### config.mk
export PLATFORM = sky130hd
export DESIGN_NAME = ov7670_pixel_capture_flat
export DESIGN_NICKNAME = d
export VERILOG_FILES = /design/src/rtl/ov7670_pixel_capture_if.sv /design/src/rtl/ov7670_pixel_capture.sv /design/src/flat_wrapper.sv
export SDC_FILE = /design/constraint.sdc
export NUM_CORES = 1
export LEC_CHECK = 0
export CAP_MARGIN = 20
export CORE_MARGIN = 8
export CORE_UTILIZATION = 30
export CTS_CLUSTER_SIZE = 8
export DETAILED_ROUTE_END_ITERATION = 6
export PLACE_DENSITY = 0.57
export SLEW_MARGIN = 10
export SYNTH_ARGS = -nofsm -noshare
export SYNTH_HDL_FRONTEND = slang
export SYNTH_SLANG_ARGS = --single-unit
### constraint.sdc
create_clock -name clk -period 3.97 [get_ports clk]
set_clock_uncertainty 0.05 [all_clocks]
set_input_delay 1.191 -clock clk [delete_from_list [all_inputs] [get_ports clk]]
set_output_delay 1.191 -clock clk [all_outputs]
set_load 0.005 [all_outputs]
### src/rtl/ov7670_pixel_capture_if.sv
// Pixel stream interface between the OV7670 capture block and downstream logic.
// master drives the pixel; slave returns tready.
interface ov7670_pixel_capture_if;
    logic [15:0] tdata;
    logic        tvalid;
    logic        tready;
    logic        tuser;
    logic        tlast;

    modport master (output tdata, output tvalid, output tuser, output tlast, input tready);
    modport slave  (input tdata, input tvalid, input tuser, input tlast, output tready);
endinterface

### src/rtl/ov7670_pixel_capture.sv
// OV7670 byte-pair capture with frame geometry checks and an output skid FIFO.
// Optional macro OV_CAPTURE_TEST_PATTERN_EN adds tp_sel and a coordinate test pattern.
module ov7670_pixel_capture #(
    parameter int H_ACTIVE   = 640,
    parameter int V_ACTIVE   = 480,
    parameter int FIFO_DEPTH = 8
) (
    input  logic                          clk,
    input  logic                          reset_,
    input  logic                          cap_en,
`ifdef OV_CAPTURE_TEST_PATTERN_EN
    input  logic                          tp_sel,
`endif
    input  logic                          cam_pclk,
    input  logic                          cam_href,
    input  logic                          cam_vsync,
    input  logic [7:0]                    cam_d,
    ov7670_pixel_capture_if.master        m,
    output logic [7:0]                    frame_cnt,
    output logic                          geom_err,
    output logic                          ovf_err,
    input  logic                          err_clr
);
    localparam int AW = $clog2(FIFO_DEPTH);
    localparam logic [15:0] H_CNT = 16'(H_ACTIVE);
    localparam logic [15:0] V_CNT = 16'(V_ACTIVE);

    localparam logic [1:0] IDLE      = 2'd0;
    localparam logic [1:0] WAIT_LINE = 2'd1;
    localparam logic [1:0] LINE      = 2'd2;
    localparam logic [1:0] FRAME_END = 2'd3;

    logic [2:0] pclk_sr, href_sr, vsync_sr;
    logic [7:0] d_s1, d_s2;

    // NOTE: non-blocking assignments so every stage samples last cycle's value
    always_ff @(posedge clk or posedge reset_) begin
        if (reset_) begin
            pclk_sr  <= '0;
            href_sr  <= '0;
            vsync_sr <= '0;
            d_s1     <= '0;
            d_s2     <= '0;
        end else begin
            pclk_sr  <= {pclk_sr[1:0], cam_pclk};
            href_sr  <= {href_sr[1:0], cam_href};
            vsync_sr <= {vsync_sr[1:0], cam_vsync};
            d_s1     <= cam_d;
            d_s2     <= d_s1;
        end
    end

    logic pclk_rise, href_s2, href_fall, vsync_rise, vsync_fall;
    assign pclk_rise  = pclk_sr[1] & ~pclk_sr[2];
    assign href_s2    = href_sr[1];
    assign href_fall  = href_sr[2] & ~href_sr[1];
    assign vsync_rise = vsync_sr[1] & ~vsync_sr[2];
    assign vsync_fall = vsync_sr[2] & ~vsync_sr[1];

    logic [1:0]  state;
    logic        phase;
    logic [7:0]  hi_byte;
    logic [15:0] pixel_x, line_y;
    logic        sof_pending;
    logic        stage_valid, stage_tuser;
    logic [15:0] stage_data;
`ifdef OV_CAPTURE_TEST_PATTERN_EN
    logic        tp_on;
`endif

    logic        byte_in, px_form, line_end, abort, push;
    logic [17:0] push_word;
    logic [15:0] new_pixel;

    // NOTE: every output gets a default first so no path can infer a latch
    always_comb begin
        byte_in   = pclk_rise && href_s2;
        abort     = (state == LINE) && vsync_rise;
        line_end  = (state == LINE) && href_fall && !vsync_rise;
        px_form   = (state == LINE) && byte_in && phase && !vsync_rise;
        push      = stage_valid && (px_form || line_end || abort);
        push_word = {stage_tuser, line_end || abort, stage_data};
        new_pixel = {hi_byte, d_s2};
`ifdef OV_CAPTURE_TEST_PATTERN_EN
        if (tp_on)
            new_pixel = {pixel_x[7:0], line_y[7:0]};
`endif
    end

    // The staged pixel is only released once we know whether it ends the line.
    always_ff @(posedge clk or posedge reset_) begin
        if (reset_) begin
            state       <= IDLE;
            phase       <= 1'b0;
            hi_byte     <= '0;
            pixel_x     <= '0;
            line_y      <= '0;
            sof_pending <= 1'b0;
            stage_valid <= 1'b0;
            stage_tuser <= 1'b0;
            stage_data  <= '0;
            frame_cnt   <= '0;
            geom_err    <= 1'b0;
`ifdef OV_CAPTURE_TEST_PATTERN_EN
            tp_on       <= 1'b0;
`endif
        end else begin
            if (err_clr)
                geom_err <= 1'b0;
            case (state)
                IDLE: begin
                    if (cap_en && vsync_fall) begin
                        state       <= WAIT_LINE;
                        phase       <= 1'b0;
                        pixel_x     <= '0;
                        line_y      <= '0;
                        sof_pending <= 1'b1;
                        stage_valid <= 1'b0;
`ifdef OV_CAPTURE_TEST_PATTERN_EN
                        tp_on       <= tp_sel;
`endif
                    end
                end
                WAIT_LINE: begin
                    if (vsync_rise) begin
                        state <= FRAME_END;
                    end else if (byte_in) begin
                        hi_byte <= d_s2;
                        phase   <= 1'b1;
                        state   <= LINE;
                    end
                end
                LINE: begin
                    if (abort) begin
                        stage_valid <= 1'b0;
                        geom_err    <= 1'b1;
                        state       <= FRAME_END;
                    end else if (line_end) begin
                        stage_valid <= 1'b0;
                        if (phase || pixel_x != H_CNT)
                            geom_err <= 1'b1;
                        line_y  <= line_y + 16'd1;
                        pixel_x <= '0;
                        phase   <= 1'b0;
                        state   <= WAIT_LINE;
                    end else if (byte_in) begin
                        if (!phase) begin
                            hi_byte <= d_s2;
                            phase   <= 1'b1;
                        end else begin
                            stage_valid <= 1'b1;
                            stage_data  <= new_pixel;
                            stage_tuser <= sof_pending;
                            sof_pending <= 1'b0;
                            pixel_x     <= pixel_x + 16'd1;
                            phase       <= 1'b0;
                        end
                    end
                end
                FRAME_END: begin
                    if (line_y != V_CNT)
                        geom_err <= 1'b1;
                    frame_cnt <= frame_cnt + 8'd1;
                    state     <= IDLE;
                end
                default: state <= IDLE;
            endcase
        end
    end

    logic [17:0] mem [FIFO_DEPTH];
    logic [AW:0] wr_ptr, rd_ptr;
    logic        full, empty, pop, wr_en;
    logic [17:0] head;

    assign empty = (wr_ptr == rd_ptr);
    assign full  = (wr_ptr[AW] != rd_ptr[AW]) && (wr_ptr[AW-1:0] == rd_ptr[AW-1:0]);
    assign pop   = !empty && m.tready;
    assign wr_en = push && (!full || pop);

    // NOTE: the storage array has no reset; the pointers alone define what is valid
    always_ff @(posedge clk) begin
        if (wr_en)
            mem[wr_ptr[AW-1:0]] <= push_word;
    end

    always_ff @(posedge clk or posedge reset_) begin
        if (reset_) begin
            wr_ptr  <= '0;
            rd_ptr  <= '0;
            ovf_err <= 1'b0;
        end else begin
            if (err_clr)
                ovf_err <= 1'b0;
            if (push && !wr_en)
                ovf_err <= 1'b1;
            if (wr_en)
                wr_ptr <= wr_ptr + {{AW{1'b0}}, 1'b1};
            if (pop)
                rd_ptr <= rd_ptr + {{AW{1'b0}}, 1'b1};
        end
    end

    assign head     = mem[rd_ptr[AW-1:0]];
    assign m.tvalid = !empty;
    assign m.tdata  = empty ? 16'd0 : head[15:0];
    assign m.tlast  = !empty && head[16];
    assign m.tuser  = !empty && head[17];
endmodule
### src/flat_wrapper.sv
// flat-port wrapper written by rule: the top's interface ports become plain ports
module ov7670_pixel_capture_flat 
#(
    parameter int H_ACTIVE   = 640,
    parameter int V_ACTIVE   = 480,
    parameter int FIFO_DEPTH = 8
)
  (clk, reset_, cap_en, cam_pclk, cam_href, cam_vsync, cam_d, frame_cnt, geom_err, ovf_err, err_clr, m_tdata, m_tvalid, m_tuser, m_tlast, m_tready);
  ov7670_pixel_capture_if m_i ();
  input  logic clk;
  input  logic reset_;
  input  logic cap_en;
  input  logic cam_pclk;
  input  logic cam_href;
  input  logic cam_vsync;
  input  logic [7:0] cam_d;
  output logic [7:0] frame_cnt;
  output logic geom_err;
  output logic ovf_err;
  input  logic err_clr;
  output wire logic [$bits(m_i.tdata)-1:0] m_tdata;
  output wire logic [$bits(m_i.tvalid)-1:0] m_tvalid;
  output wire logic [$bits(m_i.tuser)-1:0] m_tuser;
  output wire logic [$bits(m_i.tlast)-1:0] m_tlast;
  input wire logic [$bits(m_i.tready)-1:0] m_tready;
  assign m_tdata = m_i.tdata;
  assign m_tvalid = m_i.tvalid;
  assign m_tuser = m_i.tuser;
  assign m_tlast = m_i.tlast;
  assign m_i.tready = m_tready;
  ov7670_pixel_capture #(.H_ACTIVE(H_ACTIVE), .V_ACTIVE(V_ACTIVE), .FIFO_DEPTH(FIFO_DEPTH)) u_core (.clk(clk), .reset_(reset_), .cap_en(cap_en), .cam_pclk(cam_pclk), .cam_href(cam_href), .cam_vsync(cam_vsync), .cam_d(cam_d), .m(m_i), .frame_cnt(frame_cnt), .geom_err(geom_err), .ovf_err(ovf_err), .err_clr(err_clr));
endmodule
; Word level (Yosys, flattened, before mapping)
; Memory sizes are Yosys's and may differ from the RTL's.
; Cells that the tools add are included.
[totals]
ff_bits = 105
latchBits = 0
ramBits = 144
mem_bits_ro = 0
inputBits = 16
output_inout_bits = 29
word_cells = 147
mem_count = 1
[classes]
addsub = 5
n_mul = 0
div_mod_pow = 0
magnitude_cmp = 0
eq_ne = 23
shift = 0
mux = 52
n_bitwise = 10
reduce_logical = 37
[mem_list]
columns = name, depth, width, rd, rd_clocked_by_memory_dff, wr, line_no
row1 = u_core.mem, 8, 18, 1, 0, 1, ov7670_pixel_capture.sv:171  ; logic [17:0] mem [FIFO_DEPTH];
[op_table]
columns = operator, count
row1 = 2-to-1 mux 16 bit, 8
row2 = case mux 16 bit (2 select lines), 2
row3 = 2-to-1 mux 8 bit, 6
row4 = "adder 16 x 1 -> 16 bit, second input constant", 2
row5 = 2-to-1 mux 1 bit, 25
row6 = "inequality test 16 x 10 -> 1 bit, second input constant", 1
row7 = "inequality test 16 x 9 -> 1 bit, second input constant", 1
row8 = case mux 8 bit (2 select lines), 1
row9 = logical AND 1 bit, 15
row10 = "inequality test 3 x 1 -> 1 bit, second input constant", 4
row11 = AND reduction 6 bit, 2
row12 = 2-to-1 mux 2 bit, 5
row13 = "inequality test 2 x 1 -> 1 bit, second input constant", 5
row14 = AND reduction 5 bit, 2
row15 = "adder 4 x 1 -> 4 bit, second input constant", 2
row16 = "adder 8 x 1 -> 8 bit, second input constant", 1
row17 = "inequality test 2 bit, second input constant", 4
row18 = "inequality test 4 x 1 -> 1 bit, second input constant", 2
row19 = case mux 2 bit (4 select lines), 1
row20 = AND reduction 4 bit, 2
row21 = AND reduction 7 bit, 1
row22 = NOT 1 bit, 6
row23 = case mux 1 bit (2 select lines), 3
row24 = nonzero test 2 bit, 3
row25 = 12 further kinds, 23

; Longest topological paths before layout
; Gate-level depths: netlist (run 1).
[depth]
ltp_word = 13
depth_mapped = 9

; Worst setup path before layout (run 1)
; OpenSTA, ideal clock, no wires.
[synth_path]
path_kind = input-to-reg
start = input port m_tready
end = memory u_core.mem[0][0], enable pin
setup_ns = 0.439
t_arrival_ns = 3.250
t_required_ns = 3.481
slack_ns = 0.230
path_stages = 3
path_buffers = 0
cell_sequence = nand2b_1 > o21ai_4 > nor4_1
[synth_between]
elab_chain_len = 5
[synth_rtl]
columns = element, line_no
row1 = "start, declared", flat_wrapper.sv:25  ; input wire logic [$bits(m_i.tready)-1:0] m_tready;
row2 = logical AND 1 bit, ov7670_pixel_capture.sv:178  ; assign pop = !empty && m.tready;
row3 = logical OR 1 bit, ov7670_pixel_capture.sv:179  ; assign wr_en = push && (!full || pop);
row4 = logical AND 1 bit, ov7670_pixel_capture.sv:179
row5 = 2-to-1 mux 1 bit, ov7670_pixel_capture.sv:183  ; if (wr_en)
row6 = 2-to-1 mux 1 bit (implied by the code), ov7670_pixel_capture.sv:184  ; mem[wr_ptr[AW-1:0]] <= push_word;
row7 = "end, declared", ov7670_pixel_capture.sv:171
; Every way passes these cells.

; Final worst setup path (run 1)
[layout_path]
start = register u_core.rd_ptr[1]
end = output port m_tdata[2]
[layout_between]
elab_chain_len = 2
elab_cells_between_ends = 3
[layout_rtl]
columns = element, line_no
row1 = "start, declared", ov7670_pixel_capture.sv:172  ; logic [AW:0] wr_ptr, rd_ptr;
row2 = "start signal, assigned", ov7670_pixel_capture.sv:200  ; rd_ptr <= rd_ptr + {{AW{1'b0}}, 1'b1};
row3 = memory read (8 x 18 bit) or equality test 4 bit (tied branches), n/a
row4 = 2-to-1 mux 16 bit *, ov7670_pixel_capture.sv:206  ; assign m.tdata = empty ? 16'd0 : head[15:0];
row5 = "end, declared", flat_wrapper.sv:21  ; output wire logic [$bits(m_i.tdata)-1:0] m_tdata;
; Mark *: on every way between the ends. The rest lies on a longest branch, timed or not.

==> impl_metrics.tcl, run 1 <==
set metrics [dict create \
    number_of_global_route_vias_before_repair 6197 \
    vdd_ir_drop_max_mv 0.3351 \
    critical_path.slowest_cell "dfrtp_1" \
    first_pass_iteration_count_of_the_detailed_router 4 \
    synth_seq_cells 249 \
    io_buffer_count 44 \
    core_area_sq_um 34460 \
    place.detailed.instances 1153 \
    post-route-cell-area_sq_um 12620 \
    worst_slew_pin_slew_ns 0.9518 \
    final_antenna_net_count 0 \
    detailroute.wirelength.met3_microns 1004 \
    clock_insertion_delay_worst_skew_ns 0.51 \
    hold_class "reg -> reg" \
    critical_path_class "reg -> out" \
    finish.cell_count_without_fillers 1214 \
    maximum_achievable_frequency_ghz 0.2670 \
    drtIter0Drc 347 \
    drc 0 \
    net_count_after_synthesis 701 \
    critPathTopFamily "buffers and inverters" \
    synthesis.instances 674 \
    post-place-ws_ns 0.6854 \
    grt_setup_unrepaired "false" \
    fin_crit_ns 3.745 \
    max-clock-path-buffers 3 \
    critical_path.startpoint_type "register" \
    postCtsSetupRepairBufs 0 \
    met1_length_microns 9887 \
    endpoint_required_time_on_the_critical_path_ns 2.73 \
    post_cts_resized 0 \
    synth_edf_count 144 \
    top_signal_layer_used "met4" \
    avgViaCountPerCell 4.945 \
    gp_routability_congestion 0.7499 \
    critical_path.max_stage_delay_ns 0.63 \
    clkSlewWorstSetupHoldPaths_ns 0.05 \
    die-height_microns 202.9 \
    setup-tns-final_ns 0 \
    finish.utilization_pct 36.63 \
    crit_path_cell_trace "buf_12 > mux4_2 > mux2i_1 > nor2_1 > clkdlybuf4s50_1" \
    syn_avg_cell_area_sq_um 15.54 \
    met2_wirelength_microns 10680 \
    final_layout_worst_hold_slack_ns 0.2850 \
    root_buffer_cell "clkbuf_16" \
    yosys_warnings 0 \
    worstPathArrival_ns 2.50 \
    postSynth.topFlopCell "edfxtp_1" \
    layout.nets 764 \
    dp_hpwl_microns 13760 \
    die_w_microns 202.9 \
    finalHoldViolCount 0 \
    placement_rows 68 \
    overall_power_mw 8.250 \
    maxCapViolCount 0 \
    floorplan.initialDensity_pct 30.40 \
    power.leakage_nw 4.699 \
    seq_area_frac_synth_pct 66.36 \
    postLayoutSetupSlackWorst_ns 0.2245 \
    wire_per_inst_microns 18.14 \
    postPlaceCellArea_sq_um 11550 \
    timing.final.crit_share_pct 94.34 \
    worst_slew_margin_rel_pct 36.34 \
    io_pins 45 \
    status "finished clean" \
    final.fill_count 3268 \
    syn_area_sq_um 10480 \
    hold_buffers 0 \
    powerDensity_nw_per_um2 653.6 \
    slew_viol_final 0 \
    critical_path_peak_fanout 32 \
    final_layout_size_suffix_gt1_share_pct 19.63 \
    pin_count_of_the_biggest_net_entering_global_routing 34 \
    antenna_found_initial 0 \
    finalSetupViolations 0 \
    grt_use_total_pct 10.80 \
    synth_cell_type_count 61 \
    grt_first_pass_wirelength_microns 35480 \
    cts_max_level 2 \
    finalWirelength_microns 22020 \
    number_of_buffers_added_by_the_clock_tree_synthesis_step 37 \
    cts.sink_count 249 \
    insertedDiodeCount 0 \
    routed-via-count 6003 \
    globalRoute.totalOverflow 0 \
    crit_path_end_kind "output port" \
    areaGrowthSynthToFinish_pct 20.50 \
    area_enclosed_by_the_die_boundary_sq_um 41150 \
    cp_num_buf_inv 2 \
    tritoncts_clock_tree "built" \
    synth-async-reset-ratio_pct 42.17 \
]
==> path summary, 6_finish.rpt <==
kind | start | end | slack, ns | cells after the start
max reg2reg | u_core.state[0] | u_core.hi_byte[3] | 1.44 | 7
min | u_core.pclk_sr[0] | u_core.pclk_sr[1] | 0.28 | 0
max | u_core.rd_ptr[1] | m_tdata[2] | 0.22 | 5
max in group asynchronous | reset_ | u_core.rd_ptr[0] | 2.13 | 3
min reg2reg | u_core.pclk_sr[0] | u_core.pclk_sr[1] | 0.28 | 0
min in group asynchronous | reset_ | u_core.line_y[0] | 1.07 | 2
==> flip-flops by register name (all words and copies together), names as in the netlist <==
register	count
u_core.stage_tuser	1
u_core.mem	144
u_core.stage_data	16
u_core.ovf_err	1
u_core.line_y	16
u_core.phase	1
u_core.pclk_sr	3
u_core.vsync_sr	3
u_core.wr_ptr	4
u_core.d_s2	8
u_core.stage_valid	1
u_core.state	2
u_core.pixel_x	16
u_core.sof_pending	1
u_core.d_s1	8
u_core.frame_cnt	8
u_core.geom_err	1
u_core.hi_byte	8
u_core.rd_ptr	4
u_core.href_sr	3
==> per-layer routing <==
metal	track usage, %	vias to the layer above
met4	3.367	0
met3	2.471	43
met2	17.75	104
met5	0	-
met1	14.00	3087
li1	-	2769
==> report_power, final <==
group	switching (mW)	leakage [nW]	internal, mW
Combinational	1.06	1.43	1.09
Sequential	0.244	2.75	3.01
Clock	1.09	0.513	1.77
==> cell families after synthesis <==
group | share of synthesized area (%)
flip-flops | 66.36
multiplexers | 13.33
AND/OR/NAND/NOR | 9.269
buffers and inverters | 2.580
XOR/XNOR | 1.421
adder cells (fa/ha/maj) | 1.314
AO/OA/AOI/OAI | 5.722
==> Yosys cell counts, drive strengths merged (6+ instances only) <==
library cell / n / share of area [%]
inv: 17 / 0.61
mux2: 28 / 3.0
nor4b: 6 / 0.50
ha: 11 / 1.3
o31ai: 18 / 1.3
mux4: 36 / 7.7
buf: 26 / 1.4
edfxtp: 144 / 41
dfrtp: 105 / 25
mux2i: 27 / 2.6
or4: 17 / 1.2
xnor2: 9 / 0.75
nor2: 28 / 1.0
nand2: 17 / 0.61
xor2: 8 / 0.67
o21ai: 16 / 0.87
nand4: 15 / 0.96
nand3: 18 / 0.86
a21oi: 25 / 1.2
clkbuf: 16 / 0.61
nor4: 16 / 0.96
and4: 8 / 0.67
==> worst register-to-register path: cells and delay by family, from the launching register on <==
kind	cells	cell delay, ns
adder cells (fa/ha/maj)	1	0.16
buffers and inverters	3	0.52
AND/OR/NAND/NOR	1	0.42
AO/OA/AOI/OAI	1	0.47
multiplexers	1	0.39
flip-flops	1	0.41
==> final cells by class <==
class / count / area, sq um / share of cell area, %
clock buffers: 58 / 1026 / 8.128
flip-flops and latches: 249 / 6953 / 55.09
clock inverters: 3 / 45.04 / 0.3569
inverters: 17 / 67.56 / 0.5353
multi-input cells: 366 / 3306 / 26.19
well taps: 455 / 569.3 / 4.510
repair buffers: 66 / 655.6 / 5.194
==> cells in the final DEF, fill, tap and decap left out, drive strengths merged, types with 6 or more instances in the layout <==
| master | count |
|---|---|
| dfrtp | 105 |
| inv | 17 |
| o21ai | 16 |
| xnor2 | 9 |
| nand3 | 18 |
| o31ai | 18 |
| nand2 | 17 |
| nor2 | 28 |
| ha | 11 |
| a21oi | 25 |
| mux2i | 27 |
| clkbuf | 58 |
| clkdlybuf4s50 | 44 |
| buf | 22 |
| edfxtp | 144 |
| nand4 | 15 |
| and4 | 8 |
| nor4b | 6 |
| xor2 | 8 |
| or4 | 17 |
| mux2 | 28 |
| mux4 | 36 |
| nor4 | 16 |
Power figures use the tool's default switching activity.
==> run 2: changes to the inputs <==
--- a/config.mk
+++ b/config.mk
@@ -10,8 +10,9 @@
 export CORE_UTILIZATION = 30
 export CTS_CLUSTER_SIZE = 8
 export DETAILED_ROUTE_END_ITERATION = 6
+export GPL_ROUTABILITY_DRIVEN = 0
 export PLACE_DENSITY = 0.57
-export SLEW_MARGIN = 10
+export SLEW_MARGIN = 40
 export SYNTH_ARGS = -nofsm -noshare
 export SYNTH_HDL_FRONTEND = slang
 export SYNTH_SLANG_ARGS = --single-unit
==> run 2 against run 1 <==
Compared with the run above:
- non-clock buffer count increased by 1
- combinational power about the same
- clock-buffer cell count unchanged
- final area about the same
- wire length about the same
- cell count about the same
- largest power group unchanged
==> impl_metrics.tcl, run 2 (synthesis gave the netlist of run 1 again) <==
set metrics [dict create \
    critical_path_class "reg -> out" \
    first_pass_iteration_count_of_the_detailed_router 4 \
    timing.final.crit_share_pct 94.50 \
    clock_insertion_delay_worst_skew_ns 0.51 \
    hold_class "reg -> reg" \
    critPathTopFamily "buffers and inverters" \
    power.leakage_nw 4.706 \
    postCtsSetupRepairBufs 0 \
    io_buffer_count 44 \
    floorplan.initialDensity_pct 30.40 \
    area_enclosed_by_the_die_boundary_sq_um 41150 \
    powerDensity_nw_per_um2 654.0 \
    cp-startpoint "u_core.rd_ptr[1]" \
    reg2regPathDepth 7 \
    die-height_microns 202.9 \
    finish.cell_count_without_fillers 1215 \
    slew_viol_final 0 \
    layout.nets 765 \
    routed-via-count 5994 \
    final_layout_worst_hold_slack_ns 0.2866 \
    maximum_achievable_frequency_ghz 0.2666 \
    globalRoute.totalOverflow 0 \
    wire_per_inst_microns 18.14 \
    power.sequential.fraction_pct 39.3 \
    vdd_ir_drop_max_mv 0.3349 \
    grt_use_total_pct 10.80 \
    final.fill_count 3266 \
    crit_path_end_kind "output port" \
    avgViaCountPerCell 4.933 \
    fin_crit_ns 3.752 \
    placement_rows 68 \
    pin_count_of_the_biggest_net_entering_global_routing 34 \
    endpoint_required_time_on_the_critical_path_ns 2.73 \
    final_cell_mix "edfxtp_1 (144), dfrtp_1 (104), clkdlybuf4s50_1 (44), clkbuf_16 (38), mux4_2 (36)" \
    critical_path_peak_fanout 32 \
    dp_hpwl_microns 13760 \
    root_buffer_cell "clkbuf_16" \
    drc 0 \
    critical_path.max_stage_delay_ns 0.63 \
    critical_path_sink "m_tdata[1]" \
    critical_path.slowest_cell "dfrtp_1" \
    antenna_found_initial 0 \
    r2r_path_end "u_core.hi_byte[3]" \
    critical_path.startpoint_type "register" \
    overall_power_mw 8.263 \
    worst_slew_pin_slew_ns 0.7650 \
    finalWirelength_microns 22040 \
    io_pins 45 \
    number_of_buffers_added_by_the_clock_tree_synthesis_step 37 \
    die_w_microns 202.9 \
    insertedDiodeCount 0 \
    clkSlewWorstSetupHoldPaths_ns 0.05 \
    largest_reg_flops 144 \
    cts_max_level 2 \
    drtIter0Drc 334 \
    maxCapViolCount 0 \
    leading_cell_type_in_the_layout_fill_and_taps_excluded "edfxtp_1" \
    post_cts_resized 0 \
    combinationalPowerShare_pct 26.1 \
    cts.sink_count 249 \
    power.share.switching_pct 28.98 \
    status "finished clean" \
    finalHoldViolCount 0 \
    final_layout_size_suffix_gt1_share_pct 19.87 \
    cp_num_buf_inv 2 \
    areaGrowthSynthToFinish_pct 20.60 \
    crit-reg2reg-launch "u_core.state[0]" \
    critical_path_cell_count 5 \
    hold_buffers 0 \
    grt_first_pass_wirelength_microns 35480 \
    place.detailed.instances 1153 \
    worst_slew_margin_rel_pct 49.00 \
    worst_reg2reg_setup_slack_ns 1.44 \
    finalSetupViolations 0 \
    grt_setup_unrepaired "false" \
    worstPathArrival_ns 2.51 \
    internal_power_mw 5.868 \
    p_sw_mw 2.395 \
    max-clock-path-buffers 3 \
    clkPwrFrac_pct 34.5 \
    crit_path_cell_trace "buf_12 > mux4_2 > mux2i_1 > nor2_1 > clkdlybuf4s50_1" \
    final_antenna_net_count 0 \
    core_area_sq_um 34460 \
    number_of_global_route_vias_before_repair 6197 \
    setup-tns-final_ns 0 \
    tritoncts_clock_tree "built" \
]
-- run 2: cell count changes in the layout (fill, tap and decap cells not counted) --
cell     change
o21ai_2      +1
buf_4        +1
o21ai_1      -1
-- run 2: per-layer routing --
metal	GRT usage (%)	vias up	wire (microns)
met2	17.75	110	10640
li1	-	2769	-
met1	14.00	3072	9842
met4	3.367	0	448
met3	2.471	43	1105
met5	0	-	0
-- run 2: cell type report --
| cell class | count | area, sq um | area share, % |
|---|---|---|---|
| clock buffer | 58 | 1026 | 8.121 |
| tap | 455 | 569.3 | 4.506 |
| inverter | 17 | 67.56 | 0.5348 |
| clock inverter | 3 | 45.04 | 0.3565 |
| sequential | 249 | 6953 | 55.04 |
| timing repair buffer | 67 | 663.1 | 5.249 |
| multi-input combinational | 366 | 3309 | 26.20 |
-- run 2: metrics by stage --
stage                     instance area, sq um  setup WS (ns)  utilization [%]
after floorplan                          10480         0.2303                -
after global placement                   11550         0.6972            33.52
after detailed placement                 11550         0.6854            33.52
after CTS                                12620         0.1303            36.63
after global routing                     12630       0.009546            36.66
final                                    12630         0.2184            36.66
-- run 2: worst min path at each step --
stage,startpoint,to,slack (ns),cells after the start
final,u_core.pclk_sr[0],u_core.pclk_sr[1],0.29,0
after global routing,u_core.vsync_sr[0],u_core.vsync_sr[1],0.30,0
after CTS,u_core.pclk_sr[0],u_core.pclk_sr[1],0.29,0
after detailed placement,u_core.d_s1[4],u_core.d_s2[4],0.28,0
after global placement,u_core.vsync_sr[0],u_core.vsync_sr[1],0.29,0
after floorplan,u_core.d_s1[0],u_core.d_s2[0],0.28,0
-- run 2: power by group through the flow --
stage / sequential (mW) / combinational [mW] / clock (mW)
floorplan: 3.18 / 1.45 / 0
global placement: 3.29 / 2.18 / 0
detailed placement: 3.30 / 2.19 / 0
CTS: 3.25 / 2.20 / 2.95
global route: 3.29 / 2.37 / 3.05
finish: 3.25 / 2.16 / 2.85
